<file path="src/rtl/shift_sequencer.sv">
// rtl/shift_sequencer.sv - Round-robin arbiter and serial sequencer for the 16-bit output shift register
module shift_sequencer #(
    parameter int CLK_DIV = 2
) (
    input  logic        clock,
    input  logic        reset_n,
    input  logic        req0_valid,
    input  logic [31:0] req0_data,
    output logic        req0_ready,
    input  logic        req1_valid,
    input  logic [31:0] req1_data,
    output logic        req1_ready,
    output logic        ser_data,
    output logic        ser_clk,
    output logic        shift_reg_reset,
    output logic        latch_clock,
    output logic        busy,
    output logic        done,
    output logic        grant_id
);

    localparam int DIV_W = $clog2(CLK_DIV);
    localparam logic [DIV_W-1:0] DIV_LAST = DIV_W'(CLK_DIV - 1);
    localparam logic [DIV_W:0]   DIV_HALF = (DIV_W+1)'(CLK_DIV / 2);

    typedef enum logic [2:0] {
        S_IDLE,
        S_CLEAR,
        S_SHIFT,
        S_LATCH,
        S_DONE
    } state_t;

    state_t           state;
    logic [31:0]      word;
    logic [15:0]      sh;
    logic             half;
    logic [3:0]       bit_cnt;
    logic             bit_last;
    logic [DIV_W-1:0] div;
    logic             last_id;
    logic             winner;
    logic             clk_high_next;

    // Winner: the lone valid requester, or on a tie the one not served last.
    always_comb begin
        winner = 1'b0;
        if (req0_valid && req1_valid) begin
            winner = ~last_id;
        end else if (req1_valid) begin
            winner = 1'b1;
        end
    end

    assign req0_ready = reset_n && (state == S_IDLE) && !winner && req0_valid;
    assign req1_ready = reset_n && (state == S_IDLE) && winner && req1_valid;

    // ser_clk rises once the divider reaches the second half of the bit period.
    assign clk_high_next = (({1'b0, div} + (DIV_W+1)'(1)) >= DIV_HALF);

    always_ff @(posedge clock) begin
        if (!reset_n) begin
            state           <= S_IDLE;
            word            <= '0;
            sh              <= '0;
            half            <= 1'b0;
            bit_cnt         <= '0;
            bit_last        <= 1'b0;
            div             <= '0;
            last_id         <= 1'b1;
            ser_data        <= 1'b0;
            ser_clk         <= 1'b0;
            shift_reg_reset <= 1'b0;
            latch_clock     <= 1'b0;
            busy            <= 1'b0;
            done            <= 1'b0;
            grant_id        <= 1'b0;
        end else begin
            case (state)
                S_IDLE: begin
                    if (req0_ready || req1_ready) begin
                        word            <= winner ? req1_data : req0_data;
                        grant_id        <= winner;
                        busy            <= 1'b1;
                        half            <= 1'b0;
                        shift_reg_reset <= 1'b1;
                        state           <= S_CLEAR;
                    end
                end
                S_CLEAR: begin
                    shift_reg_reset <= 1'b0;
                    sh              <= half ? word[15:0] : word[31:16];
                    ser_data        <= half ? word[15] : word[31];
                    ser_clk         <= 1'b0;
                    div             <= '0;
                    bit_cnt         <= '0;
                    bit_last        <= 1'b0;
                    state           <= S_SHIFT;
                end
                S_SHIFT: begin
                    if (div == DIV_LAST) begin
                        div     <= '0;
                        ser_clk <= 1'b0;
                        if (bit_last) begin
                            ser_data    <= 1'b0;
                            latch_clock <= 1'b1;
                            state       <= S_LATCH;
                        end else begin
                            bit_cnt  <= bit_cnt + 4'd1;
                            bit_last <= (bit_cnt == 4'd14);
                            sh       <= {sh[14:0], 1'b0};
                            ser_data <= sh[14];
                        end
                    end else begin
                        div     <= div + DIV_W'(1);
                        ser_clk <= clk_high_next;
                    end
                end
                S_LATCH: begin
                    latch_clock <= 1'b0;
                    if (!half) begin
                        half            <= 1'b1;
                        shift_reg_reset <= 1'b1;
                        state           <= S_CLEAR;
                    end else begin
                        done  <= 1'b1;
                        state <= S_DONE;
                    end
                end
                S_DONE: begin
                    done    <= 1'b0;
                    busy    <= 1'b0;
                    last_id <= grant_id;
                    state   <= S_IDLE;
                end
                default: state <= S_IDLE;
            endcase
        end
    end

endmodule
</file>
<file path="config.mk">
export PLATFORM = sky130hd
export DESIGN_NAME = shift_sequencer
export DESIGN_NICKNAME = d
export VERILOG_FILES = /design/src/rtl/shift_sequencer.sv
export SDC_FILE = /design/constraint.sdc
export NUM_CORES = 1
export LEC_CHECK = 0
export CORE_AREA = 5 5 85 87
export CTS_BUF_LIST = sky130_fd_sc_hd__clkbuf_16
export DETAILED_ROUTE_END_ITERATION = 10
export DIE_AREA = 0 0 90 92
export DONT_BUFFER_PORTS = 1
export MAX_ROUTING_LAYER = met4
export PLACE_DENSITY = 0.76
export SETUP_SLACK_MARGIN = 0.3
export SLEW_MARGIN = 25
export SYNTH_ARGS = -nofsm -noshare
export SYNTH_HDL_FRONTEND = slang
export SYNTH_SLANG_ARGS = --single-unit
</file>
<file path="constraint.sdc">
create_clock -name clock -period 2.12 [get_ports clock]
set_clock_uncertainty 0.1 [all_clocks]
set_input_delay 0.106 -clock clock [delete_from_list [all_inputs] [get_ports clock]]
set_output_delay 0.106 -clock clock [all_outputs]
set_load 0.02 [all_outputs]
</file>
==> results of run 1 <==
critical path, stage by stage (launching register included):
cell      delay [ps]
dfxtp_1          330
buf_12           170
nor3_4           270
buf_8            250
a21oi_1          130
a311oi_1         370
layout make-up:
| cell class | instances | area, sq um |
|---|---|---|
| Inverter | 4 | 15.0 |
| Fill cell | 437 | 1910 |
| Clock buffer | 9 | 225 |
| Multi-Input combinational cell | 280 | 1830 |
| Sequential cell | 64 | 1280 |
| Clock inverter | 4 | 41.3 |
| Antenna cell | 2 | 5.00 |
| Tap cell | 77 | 96.3 |
| Timing Repair Buffer | 86 | 862 |
per-stage QoR:
step	cell area, sq um	setup slack, ps	hold WS (ps)	cells	utilization
floorplan	3300	585	166	389	-
global placement	3320	277	127	437	0.529
detailed placement	3320	228	137	437	0.529
CTS	4310	349	41.2	520	0.687
global route	4360	251	117	526	0.695
finish	4360	368	54.2	526	0.695
power breakdown:
part	internal [mW]	switching, mW
registers	1.35	0.129
clock network	0.876	0.483
logic	0.483	0.523
total	2.71	1.14
routing by layer:
layer / vias to the layer above / track usage
met2: 174 / 0.443
met5: - / -
li1: 1529 / -
met3: 70 / 0.0736
met1: 1575 / 0.256
met4: 0 / 0.187
flip-flops by register name, indices dropped and copies added, names as in the netlist, 3 cells and up:
name and count:
state 3, bit_cnt 4, sh 15, word 32
repair_timing:
item | CTS | global route
setup endpoints to repair | 17 | 51
resized for setup | 3 | 7
pin swaps | 0 | 1
buffers inserted | 2 | 4
hold buffers | 68 | 0
gates cloned | 0 | 0
endpoints found under the hold margin | 60 | 0
logic make-up after synthesis:
family | after synthesis | synth area share
AND/OR/NAND/NOR | 132 | 0.191
multiplexers | 34 | 0.109
AO/OA/AOI/OAI | 112 | 0.243
flip-flops | 64 | 0.388
buffers and inverters | 45 | 0.0621
adder cells (fa/ha/maj) | 2 | 0.00757
cells in the final DEF, fill, tap and decap left out, drive strengths merged, types with 3 or more instances in the layout:
cell type,instances
mux2,15
inv,6
nand2,84
nor2,4
nor3,3
a21boi,3
a311oi,32
dfxtp,64
o21a,3
a21oi,41
o221ai,14
nand3,5
or2,14
buf,19
o21ai,5
clkbuf,9
mux2i,19
dlygate4sd3,67
nand2b,8
worst max path at each step:
stage | depth (start not counted) | startpoint | endpoint | slack [ps]
after CTS | 2 | state[1]$_SDFFE_PN0P_ | req0_ready | 350
final | 5 | state[0]$_SDFFE_PN0P_ | word[1]$_SDFFE_PN0P_ | 370
after detailed placement | 3 | state[1]$_SDFFE_PN0P_ | ser_data$_SDFFE_PN0P_ | 230
after global placement | 3 | state[1]$_SDFFE_PN0P_ | ser_data$_SDFFE_PN0P_ | 280
after floorplan | 5 | div$_SDFFE_PN0P_ | sh[10]$_SDFFE_PN0P_ | 590
after global routing | 5 | state[0]$_SDFFE_PN0P_ | word[1]$_SDFFE_PN0P_ | 250
==> results.py, run 1 <==
metrics = {
    "outcome": {
        "status": "completed",
    },
    "synth": {
        "avgSynthCellArea_sq_um": 8.49,
        "syn_inst": 389,
        "synth_edf_count": 0,
        "ys.flop_type": "dfxtp_1",
        "synth_top_area_frac": 0.388,
        "synth.yosys.seq_area_share": 0.388,
        "yosys.area.top_type": "dfxtp_1",
        "synth_nets": 459,
        "mappedNetlistArea_sq_um": 3300,
        "yosys_warnings": 0,
        "synth_seq_cells": 64,
        "synth.most_common_cell": "nand2_1",
        "synthTopCellsByCount": "nand2_1 (84), dfxtp_1 (64), a21oi_1 (41)",
        "synthDistinctLibCells": 51,
        "async_reset_ff_frac": 0,
        "yosys-top-cells-area": "dfxtp_1 (39%), nand2_1 (9.5%), a311oi_1 (8.5%)",
    },
    "min_path": {
        "worstHoldPathCells": 2,
        "hold_path_class": "input pin to flop",
        "hold_end": "state[0]$_SDFFE_PN0P_",
        "holdCritStartpoint": "req0_valid",
    },
    "cts": {
        "clockBufferDepth": 2,
        "cts_max_level": 3,
        "clk_pin_slew_worst_paths_ps": 50,
        "cts_tree": "built",
        "root_buffer": "clkbuf_16",
        "cts_sinks": 64,
        "clk_latency_ps": 320,
        "numCtsBuffers": 9,
    },
    "final_layout": {
        "layout.nets": 515,
        "layout-drive-gt1-share": 0.110,
        "area_growth_pct": 32.1,
    },
    "worst_setup_path": {
        "reg2reg_slack_ps": 370,
        "arrival_ps": 1850,
        "setup.worst_path.class": "flop to flop",
        "critical_path_required_ps": 2220,
        "r2r_cells": 5,
        "r2r_start": "state[0]$_SDFFE_PN0P_",
        "worstReg2RegEnd": "word[1]$_SDFFE_PN0P_",
        "end_kind": "flop",
        "start_kind": "flop",
        "crit_fanout": 32,
    },
    "route": {
        "routed-wl-met3_um": 641,
        "routedWlPerCell_um": 19.9,
        "top_layer": "met4",
        "drc": 0,
        "routed_via_density": 6.37,
        "drt_first_iter_violations": 297,
        "wl_um": 10500,
        "final_antenna_net_count": 0,
        "route.met2.wl_um": 5310,
        "wl_met1_um": 3700,
        "vias": 3348,
        "dr.pass1.iters": 5,
    },
    "placed_design": {
        "dp_hpwl_um": 5350,
        "place_congestion": 0.806,
        "port_buffers": 0,
    },
    "die": {
        "dieHeight_um": 92,
        "io_pins": 77,
        "die-area_sq_um": 8280,
        "start_util": 0.526,
        "rows": 29,
        "core_area_sq_um": 6280,
        "dieWidth_um": 90,
    },
    "timing": {
        "fmax_mhz": 571,
        "slew_viol_final": 0,
        "period_minus_slack_ps": 1750,
        "setup_viol": 0,
        "tns_ps": 0,
        "finalCritPeriodShare": 0.826,
        "rsz0062_at_grt": "yes",
        "worstMarginPinSlew_ps": 517,
        "hold_violations": 0,
        "max-slew-margin-rel": 0.655,
    },
    "pwr": {
        "p_leak_nw": 1.71,
        "vdd_drop_max_v": 0.000695,
        "p_per_area_nw_per_um2": 881,
        "fin_total_pwr_mw": 3.84,
    },
    "global_route": {
        "gr-total-overflow": 0,
        "grt_pass1_vias": 3452,
        "antenna_found_initial": 2,
        "grt_pass1_wl_um": 16900,
        "grt_use_total": 0.261,
        "grt_max_degree": 42,
    },
    "job": {
        "maxCapViolCount": 0,
    },
}
(Power assumes the default switching activity.)
==> inputs of run 2 (changes only) <==
- PLACE_DENSITY: 0.76 -> 0.79
- clock period: 2.12 -> 1.5 ns (I/O delays scaled with it)
==> run 2 against run 1 <==
Compared with the run above:
- the flow now finishes with violations (hold timing, setup timing)
- final cell count increased by 5.5%
- global-route usage increased by 3.9 points
- setup slack got worse by 600 ps
- critical endpoint is now sh[8]$_SDFFE_PN0P_
==> results.py, run 2 (same netlist as run 1, synthesis figures left out) <==
metrics = {
    "cts": {
        "cts_max_level": 3,
        "numCtsBuffers": 9,
        "cts_tree": "built",
        "cts_sinks": 64,
        "clockBufferDepth": 2,
        "clk_latency_ps": 340,
        "clk_pin_slew_worst_paths_ps": 60,
        "root_buffer": "clkbuf_16",
    },
    "pwr": {
        "p_seq_frac": 0.326,
        "fin_total_pwr_mw": 6.54,
        "clock_power_share": 0.346,
        "pwr-share-comb": 0.329,
        "intPower_mw": 4.35,
        "p_per_area_nw_per_um2": 1310,
        "p_leak_nw": 1.96,
        "vdd_drop_max_v": 0.000949,
        "switching_power_mw": 2.19,
        "swShare": 0.334,
    },
    "placed_design": {
        "place_congestion": 0.823,
        "dp.cells": 446,
        "port_buffers": 0,
        "post_dp_cell_area_sq_um": 3480,
        "pre_cts_slack_ps": -33.7,
        "dp_hpwl_um": 5570,
    },
    "worst_setup_path": {
        "start_kind": "flop",
        "crit_fanout": 15,
        "reg2reg_slack_ps": -230,
        "slowest_delay_ps": 370,
        "setup.worst_path.class": "flop to flop",
        "end_kind": "flop",
        "crit_path_cell_trace": "buf_6 -> nor3b_4 -> buf_12 -> o221ai_2 -> mux2i_1",
        "arrival_ps": 1840,
        "critical_path_required_ps": 1610,
        "crit_slowest_cell": "dfxtp_4",
    },
    "route": {
        "drc": 0,
        "drt_first_iter_violations": 604,
        "dr.pass1.iters": 6,
        "routedWlPerCell_um": 28.6,
        "vias": 4112,
        "wl_um": 15900,
        "final_antenna_net_count": 0,
        "routed_via_density": 7.41,
    },
    "global_route": {
        "grt_pass1_wl_um": 19500,
        "antenna_found_initial": 1,
        "top_usage_layer": "met2",
        "grtUsageMet2": 0.485,
        "grt_pass1_vias": 3746,
        "grtUsageMet3": 0.0614,
        "gr-total-overflow": 0,
        "grt_max_degree": 35,
        "grt_use_total": 0.300,
        "gr-usage-met1": 0.323,
    },
    "timing": {
        "period_minus_slack_ps": 1730,
        "finalCritPeriodShare": 1.15,
        "setup_viol": 30,
        "fmax_mhz": 578,
        "hold_violations": 5,
        "rsz0062_at_grt": "yes",
        "max-slew-margin-rel": 0.369,
        "worstMarginPinSlew_ps": 947,
        "setup_slack_ps": -230,
        "tns_ps": -1540,
        "slew_viol_final": 0,
        "whs_ps": -33.5,
    },
    "min_path": {
        "hold_path_class": "input pin to flop",
    },
    "die": {
        "rows": 29,
        "io_pins": 77,
        "dieWidth_um": 90,
        "start_util": 0.526,
        "core_area_sq_um": 6280,
        "die-area_sq_um": 8280,
        "dieHeight_um": 92,
    },
    "outcome": {
        "status": "finished with violations",
        "violations": "hold timing, setup timing",
    },
    "final_layout": {
        "top_regs": "word x32, sh x15, bit_cnt x4",
        "layout.nets": 542,
        "post-route-util": 0.796,
        "stdcell_count": 555,
        "layout-drive-gt1-share": 0.249,
        "final_design_area_no_fill_sq_um": 5000,
        "area_growth_pct": 51.3,
        "regMostFlops": "word",
        "largest_reg_flops": 32,
        "final_common_cell": "nand2_1",
        "final_cell_mix": "nand2_1 (83), dlygate4sd3_1 (69), dfxtp_1 (58), a21oi_1 (32), a311oi_1 (28)",
    },
    "job": {
        "maxCapViolCount": 0,
    },
}
## run 2: cell count changes in the layout (fill, tap and decap cells not counted), sizes merged, moves of 2 or more
cell / change
inv: -2
clkinv: +3
buf: +23
dlygate4sd3: +2
## run 2: worst paths after layout
| kind | start | end | cells past startpoint |
|---|---|---|---|
| setup / recovery | state[0]$_SDFFE_PN0P_ | sh[8]$_SDFFE_PN0P_ | 5 |
| hold / removal | reset_n | sh[4]$_SDFFE_PN0P_ | 3 |
| setup reg to reg | state[0]$_SDFFE_PN0P_ | sh[8]$_SDFFE_PN0P_ | 5 |
| hold reg to reg | sh[14]$_SDFFE_PN0P_ | sh[14]$_SDFFE_PN0P_ | 2 |
## run 2: critical path, delay by kind of cell, from the launching register on
kind	cells	cell delay, ps
mux	1	330
flops	1	370
buf+inv	2	350
simple gates	1	290
compound gates	1	160
## run 2: routing by layer
metal	vias up	wire, um
met5	-	0
met4	0	1520
met3	169	1990
met2	433	7130
met1	1921	5260
li1	1589	-
## run 2: layout make-up
type                    instances  area, sq um
diodes                          1         2.50
clock buffers                   9          225
clock inverters                 7         86.3
fillers                       284         1280
inverters                       4         15.0
multi-input cells             280         2070
flip-flops and latches         64         1300
well taps                      77         96.3
repair buffers                113         1210
## run 2: power groups by stage
stage	sequential, mW	combinational, mW	clock, mW
after floorplan	2.06	1.04	0
after global placement	2.13	1.19	0
after detailed placement	2.13	1.22	0
after CTS	2.09	1.52	2.19
after global routing	2.14	2.20	2.34
final	2.13	2.15	2.26
## run 2: repair_timing
| action | CTS | global route |
|---|---|---|
| buffers inserted | 9 | 10 |
| pin swaps | 11 | 40 |
| setup endpoints to repair | 64 | 65 |
| resized for setup | 24 | 48 |
| hold buffers | 67 | 4 |
| endpoints found under the hold margin | 59 | 3 |
| gates cloned | 0 | 2 |
